**src/rtl/sv_field_unpacker_pkg.sv**
```systemverilog
// Shared types and default geometry for the packed-constant field unpacker.
package sv_unpack_pkg;

   localparam int DEF_FIELD_W = 6;
   localparam int DEF_NFIELDS = 15;
   localparam int DEF_OUT_W   = 8;

   typedef enum logic {
      IDLE   = 1'b0,
      STREAM = 1'b1
   } state_e;

   // Extend one default-width field to the default output width.
   function automatic logic [DEF_OUT_W-1:0] extend_field(
      input logic [DEF_FIELD_W-1:0] field,
      input logic                   is_signed
   );
      logic [DEF_OUT_W-1:0] r;
      for (int i = 0; i < DEF_OUT_W; i++) begin
         if (i < DEF_FIELD_W) r[i] = field[i];
         else                 r[i] = is_signed & field[DEF_FIELD_W-1];
      end
      return r;
   endfunction

endpackage

```
**src/rtl/sv_field_extend.sv**
```systemverilog
// Selects field idx_i from a packed word and sign/zero-extends it to OUT_W.
module sv_field_extend #(
   parameter int IN_W    = 128,
   parameter int FIELD_W = 6,
   parameter int NFIELDS = 15,
   parameter int OUT_W   = 8,
   parameter int IDX_W   = 4
) (
   input  logic [IN_W-1:0]    word_i,
   input  logic [NFIELDS-1:0] mask_i,
   input  logic [IDX_W-1:0]   idx_i,
   output logic [OUT_W-1:0]   data_o
);

   // Slots are padded to a power of two so any idx_i value selects something defined.
   localparam int NSLOT = 1 << IDX_W;
   localparam int USED_W = NFIELDS * FIELD_W;

   logic [FIELD_W-1:0] field_arr [NSLOT];
   logic [NSLOT-1:0]   mask_pad;
   logic [FIELD_W-1:0] field;
   logic               sign_bit;

   genvar gi;
   generate
      for (gi = 0; gi < NSLOT; gi++) begin : g_slot
         if (gi < NFIELDS) begin : g_real
            assign field_arr[gi] = word_i[gi*FIELD_W +: FIELD_W];
            assign mask_pad[gi]  = mask_i[gi];
         end else begin : g_pad
            assign field_arr[gi] = '0;
            assign mask_pad[gi]  = 1'b0;
         end
      end

      // Bits above the packed fields are deliberately discarded.
      if (IN_W > USED_W) begin : g_unused
         logic unused_hi;
         assign unused_hi = ^word_i[IN_W-1:USED_W];
      end
   endgenerate

   assign field    = field_arr[idx_i];
   assign sign_bit = mask_pad[idx_i] & field[FIELD_W-1];

   generate
      for (gi = 0; gi < OUT_W; gi++) begin : g_ext
         if (gi < FIELD_W) begin : g_copy
            assign data_o[gi] = field[gi];
         end else begin : g_sign
            assign data_o[gi] = sign_bit;
         end
      end
   endgenerate

endmodule

```
**src/rtl/sv_field_unpacker.sv**
```systemverilog
// Accepts one packed word and streams its fields out one per handshake.
module sv_field_unpacker #(
   parameter  int IN_W    = 128,
   parameter  int FIELD_W = sv_unpack_pkg::DEF_FIELD_W,
   parameter  int NFIELDS = sv_unpack_pkg::DEF_NFIELDS,
   parameter  int OUT_W   = sv_unpack_pkg::DEF_OUT_W,
   localparam int IDX_W   = $clog2(NFIELDS)
) (
   input  logic               clk,
   input  logic               rst,
   input  logic               in_valid,
   output logic               in_ready,
   input  logic [IN_W-1:0]    in_data,
   input  logic [NFIELDS-1:0] in_signed_mask,
   output logic               out_valid,
   input  logic               out_ready,
   output logic [OUT_W-1:0]   out_data,
   output logic [IDX_W-1:0]   out_index,
   output logic               out_last
);

   import sv_unpack_pkg::*;

   generate
      if (NFIELDS * FIELD_W > IN_W) begin : g_chk_in_w
         $error("NFIELDS*FIELD_W must not exceed IN_W");
      end
      if (OUT_W < FIELD_W) begin : g_chk_out_w
         $error("OUT_W must be at least FIELD_W");
      end
   endgenerate

   localparam logic [IDX_W-1:0] LAST_IDX = IDX_W'(NFIELDS - 1);

   state_e             state_q, state_d;
   logic [IN_W-1:0]    word_q, word_d;
   logic [NFIELDS-1:0] mask_q, mask_d;
   logic [IDX_W-1:0]   idx_q, idx_d;
   logic [OUT_W-1:0]   ext_data;
   logic               is_last;

   sv_field_extend #(
      .IN_W    (IN_W),
      .FIELD_W (FIELD_W),
      .NFIELDS (NFIELDS),
      .OUT_W   (OUT_W),
      .IDX_W   (IDX_W)
   ) u_extend (
      .word_i (word_q),
      .mask_i (mask_q),
      .idx_i  (idx_q),
      .data_o (ext_data)
   );

   assign is_last = (idx_q == LAST_IDX);

   // State register; reset clears everything, even mid-stream.
   always_ff @(posedge clk) begin
      if (rst) begin
         state_q <= IDLE;
         word_q  <= '0;
         mask_q  <= '0;
         idx_q   <= '0;
      end else begin
         state_q <= state_d;
         word_q  <= word_d;
         mask_q  <= mask_d;
         idx_q   <= idx_d;
      end
   end

   // Next-state and handshake outputs; outputs are forced to zero while idle.
   always_comb begin
      state_d   = state_q;
      word_d    = word_q;
      mask_d    = mask_q;
      idx_d     = idx_q;
      in_ready  = 1'b0;
      out_valid = 1'b0;
      out_data  = '0;
      out_index = '0;
      out_last  = 1'b0;
      case (state_q)
         IDLE: begin
            in_ready = 1'b1;
            if (in_valid) begin
               word_d  = in_data;
               mask_d  = in_signed_mask;
               idx_d   = '0;
               state_d = STREAM;
            end
         end
         STREAM: begin
            out_valid = 1'b1;
            out_data  = ext_data;
            out_index = idx_q;
            out_last  = is_last;
            if (out_ready) begin
               if (is_last) begin
                  idx_d   = '0;
                  state_d = IDLE;
               end else begin
                  idx_d = idx_q + IDX_W'(1);
               end
            end
         end
         default: state_d = IDLE;
      endcase
   end

endmodule

```
**config.mk**
```make
export PLATFORM = sky130hd
export DESIGN_NAME = sv_field_unpacker
export DESIGN_NICKNAME = d
export VERILOG_FILES = /design/src/rtl/sv_field_unpacker_pkg.sv /design/src/rtl/sv_field_extend.sv /design/src/rtl/sv_field_unpacker.sv
export SDC_FILE = /design/constraint.sdc
export NUM_CORES = 1
export LEC_CHECK = 0
export ABC_AREA = 1
export BUFFER_PORTS_ARGS = -buffer_cell sky130_fd_sc_hd__clkbuf_2
export CAP_MARGIN = 30
export CORE_MARGIN = 4
export CORE_UTILIZATION = 57
export CTS_BUF_LIST = sky130_fd_sc_hd__clkbuf_8
export CTS_CLUSTER_DIAMETER = 200
export CTS_CLUSTER_SIZE = 14
export DETAILED_ROUTE_END_ITERATION = 10
export PLACE_DENSITY_LB_ADDON = 0.15
export SYNTH_ARGS = -nofsm -noshare
export SYNTH_HDL_FRONTEND = slang
export SYNTH_SLANG_ARGS = --single-unit
```
**constraint.sdc**
```tcl
create_clock -name clk -period 3.06 [get_ports clk]
set_clock_uncertainty 0.15 [all_clocks]
set_input_delay 0.306 -clock clk [delete_from_list [all_inputs] [get_ports clk]]
set_output_delay 0.306 -clock clk [all_outputs]
set_load 0.05 [all_outputs]
```
==> qor.txt <==
CLOCKING
-------------------------------------------------------------------------------------
Total clock sinks                                                                 110
Clk pin slew, worst setup/hold paths                                          0.11 ns
Post-CTS setup buffers                                                              0
Buffer levels on the longest clock path                                             2
CTS HTree Levels                                                                    3
Total CTS buffers                                                                   9
Clock latency on the worst-skew pair                                          0.37 ns
Clock root buffer                                                        sky130_fd_sc_hd__clkbuf_8
Clock tree from TritonCTS                                                       built

TIMING
-------------------------------------------------------------------------------------
Relative slew slack                                                             55.5%
Final critical delay including setup and external delays                      2.73 ns
Final count of pins violating max slew                                              0
Least-Margin Pin Slew                                                        0.667 ns
Maximum operating frequency                                                   366 MHz
RSZ-0062 raised after global routing                                               no
Number of setup violations in the final report                                      0
Final TNS setup                                                                  0 ns
Final hold violation count                                                          0
Crit share post-route                                                           89.3%

FINISH
-------------------------------------------------------------------------------------
Most frequent standard cell in the layout excluding fill and tap cells   sky130_fd_sc_hd__nor2_1
Final Util                                                                      67.1%
Leading cell types in the layout, fill and taps excluded                 sky130_fd_sc_hd__nor2_1 (151), sky130_fd_sc_hd__nand2_1 (128), sky130_fd_sc_hd__clkbuf_2 (123)
P&R area growth vs syn                                                          14.9%
Fraction of layout cells with a size suffix above 1                             19.5%
ANT cells                                                                           0
Nets@finish                                                                       979
Post-route insts no fill                                                          943

POWER AND IR DROP
-------------------------------------------------------------------------------------
Highest ir drop seen on vdd                                                0.000293 V
Total power density per cell area                                          517 mW/mm2
Leakage power                                                                 2.76 nW

SETUP PATH
-------------------------------------------------------------------------------------
CP required                                                                   2.60 ns
Critical-path cell with the highest stage delay                          sky130_fd_sc_hd__dfxtp_4
Endpoint type of the worst setup path                                    primary output
Most common cell type on the critical path                               sky130_fd_sc_hd__nor2_1
Largest fanout on the critical path                                                24
Count of buffering cells on the critical path with inverters included               2
WP data arrival                                                               2.28 ns
Cells along the critical path                                            buf_4, nor2_1, nor2_1, nand2_1, nand4_1, nand3_1, a21oi_1, clkbuf_2
Delay-heaviest family, CP                                                buffers and inverters
Crit path launch type                                                            flop
Setup CP Type                                                                 reg2out
R2R setup slack                                                               1.00 ns
Max incr delay on CP                                                          0.59 ns

LOGIC SYNTHESIS
-------------------------------------------------------------------------------------
Proportion of synthesized chip area in sequential cells                         43.5%
Number of warnings printed during yosys synthesis                                   0
Summed instance area of the synthesized netlist                           0.00507 mm2
Number of instances in the synthesized netlist                                    737
Mean area per synthesized cell                                               6.88 um2
FF+latch count, synth                                                             110
Post-Syn Nets                                                                     886
Yosys cell types                                                                   29

GRT
-------------------------------------------------------------------------------------
Overall Global Routing Usage                                                    25.4%
Number of antenna violations at the first check in global routing                   0
Largest net degree at the start of global routing                                  64
GRT overflow                                                                        0
Global-route wire length before repair                                       21100 um
Vias in the first global route                                                   4474

FLOORPLANNING
-------------------------------------------------------------------------------------
Die X-Extent                                                                   102 um
Number of placement rows                                                           34
Initial core utilization                                                        58.4%
Die ar.                                                                    0.0105 mm2
# IOs                                                                             162
Core area                                                                 0.00868 mm2
Height of the die                                                              102 um

JOB
-------------------------------------------------------------------------------------
Max Cap Viol                                                                        0

PLACE
-------------------------------------------------------------------------------------
HPWL after detailed placement                                                 9300 um
Quantity of I/O buffers inserted on ports                                         123
Cells after DPL                                                                   923
GP Congestion                                                                   0.911

ROUTING
-------------------------------------------------------------------------------------
Detailed-routing iteration count for the pre-antenna-repair pass                    5
Residual DRC count                                                                  0
Routed wirelength normalized by instance count                                14.1 um
Vias/cell                                                                        5.33
Drt first-iter violations                                                         449
Residual antenna-violating net count after detailed routing                         0
Vias after detailed routing                                                      5024
Routed Wire Length                                                           13300 um

RUN STATUS
-------------------------------------------------------------------------------------
Status                                                                   finished, final reports clean

WORST HOLD PATH
-------------------------------------------------------------------------------------
Worst min path class                                                           in2reg

## worst paths after layout
check | end | cells after the start | start
setup reg to reg | word_q[55] | 5 | state_q
hold / removal | word_q[26] | 3 | in_data[26]
setup / recovery | out_data[4] | 8 | idx_q[0]
hold reg to reg | word_q[59] | 2 | word_q[59]
## final cells by class
class                   instances  area, um2
inverters                      68        263
well taps                     108        135
clock buffers                  11        151
flip-flops and latches        110       2210
repair buffers                134        721
clock inverters                 5       66.3
fillers                       805       2850
multi-input cells             507       2280
## what timing repair did
item,CTS,global route
hold buffers,4,0
setup endpoints to repair,0,2
endpoints found under the hold margin,4,0
gates resized for setup,0,1
## logic make-up (layout without fill, tap and decap cells)
| logic type | Yosys count | after routing | synth area share [%] |
|---|---|---|---|
| buffers and inverters | 120 | 218 | 11.5 |
| AOI/OAI and AO/OA | 171 | 171 | 17.3 |
| DFF | 110 | 110 | 43.5 |
| and+or+nand+nor | 333 | 333 | 27.1 |
| xor gates and xnor gates | 1 | 1 | 0.173 |
| adders and majority gates | 2 | 2 | 0.494 |
## through the flow
step | power (mW) | hold WS [ns] | setup slack [ns] | area [um2]
global route | 3.15 | 0.00410 | 0.109 | 5820
CTS | 3.01 | 0.000342 | 0.155 | 5820
global placement | 2.07 | 0.289 | 0.578 | 5560
detailed placement | 2.09 | 0.297 | 0.586 | 5560
floorplan | 1.94 | 0.225 | 0.371 | 5070
finish | 3.01 | 0.00198 | 0.327 | 5820
## worst register-to-register path, stage by stage (launching register included)
cell	delay [ns]
sky130_fd_sc_hd__dfxtp_1	0.66
sky130_fd_sc_hd__nor2_8	0.07
sky130_fd_sc_hd__clkinv_2	0.30
sky130_fd_sc_hd__buf_4	0.47
sky130_fd_sc_hd__o21ai_0	0.18
sky130_fd_sc_hd__a21oi_1	0.17
## state kept, by name, indices dropped and copies added, names as in the netlist
| name | cells |
|---|---|
| state_q | 1 |
| idx_q | 4 |
| word_q | 90 |
| mask_q | 15 |
## synthesized netlist by cell type, drive strengths merged
cell type	n	share of area, %
clkinv	2	0.17
nand4	13	1.6
nand2	132	10
buf	31	4.8
o211ai	1	0.15
a21oi	53	5.3
or2	1	0.12
inv	66	5.0
ha	2	0.49
clkbuf	21	1.6
dfxtp	110	43
nand3	33	3.3
o21ai	116	12
a221oi	1	0.17
xor2	1	0.17
nor2	154	12
## layer usage
| layer | vias to the layer above | global-route usage (%) | wire [um] |
|---|---|---|---|
| li1 | 2526 | - | - |
| met1 | 2258 | 38.8 | 6130 |
| met2 | 222 | 37.7 | 5750 |
| met3 | 18 | 3.21 | 1280 |
| met4 | 0 | 6.96 | 181 |
| met5 | - | 0 | 0 |
## power by group
group / total, mW / switching [mW] / internal, mW
Combinational: 0.473 / 0.301 / 0.172
Sequential: 1.60 / 0.0560 / 1.54
Clock: 0.942 / 0.510 / 0.432
Note: power is estimated with default switching activity, not from simulation.
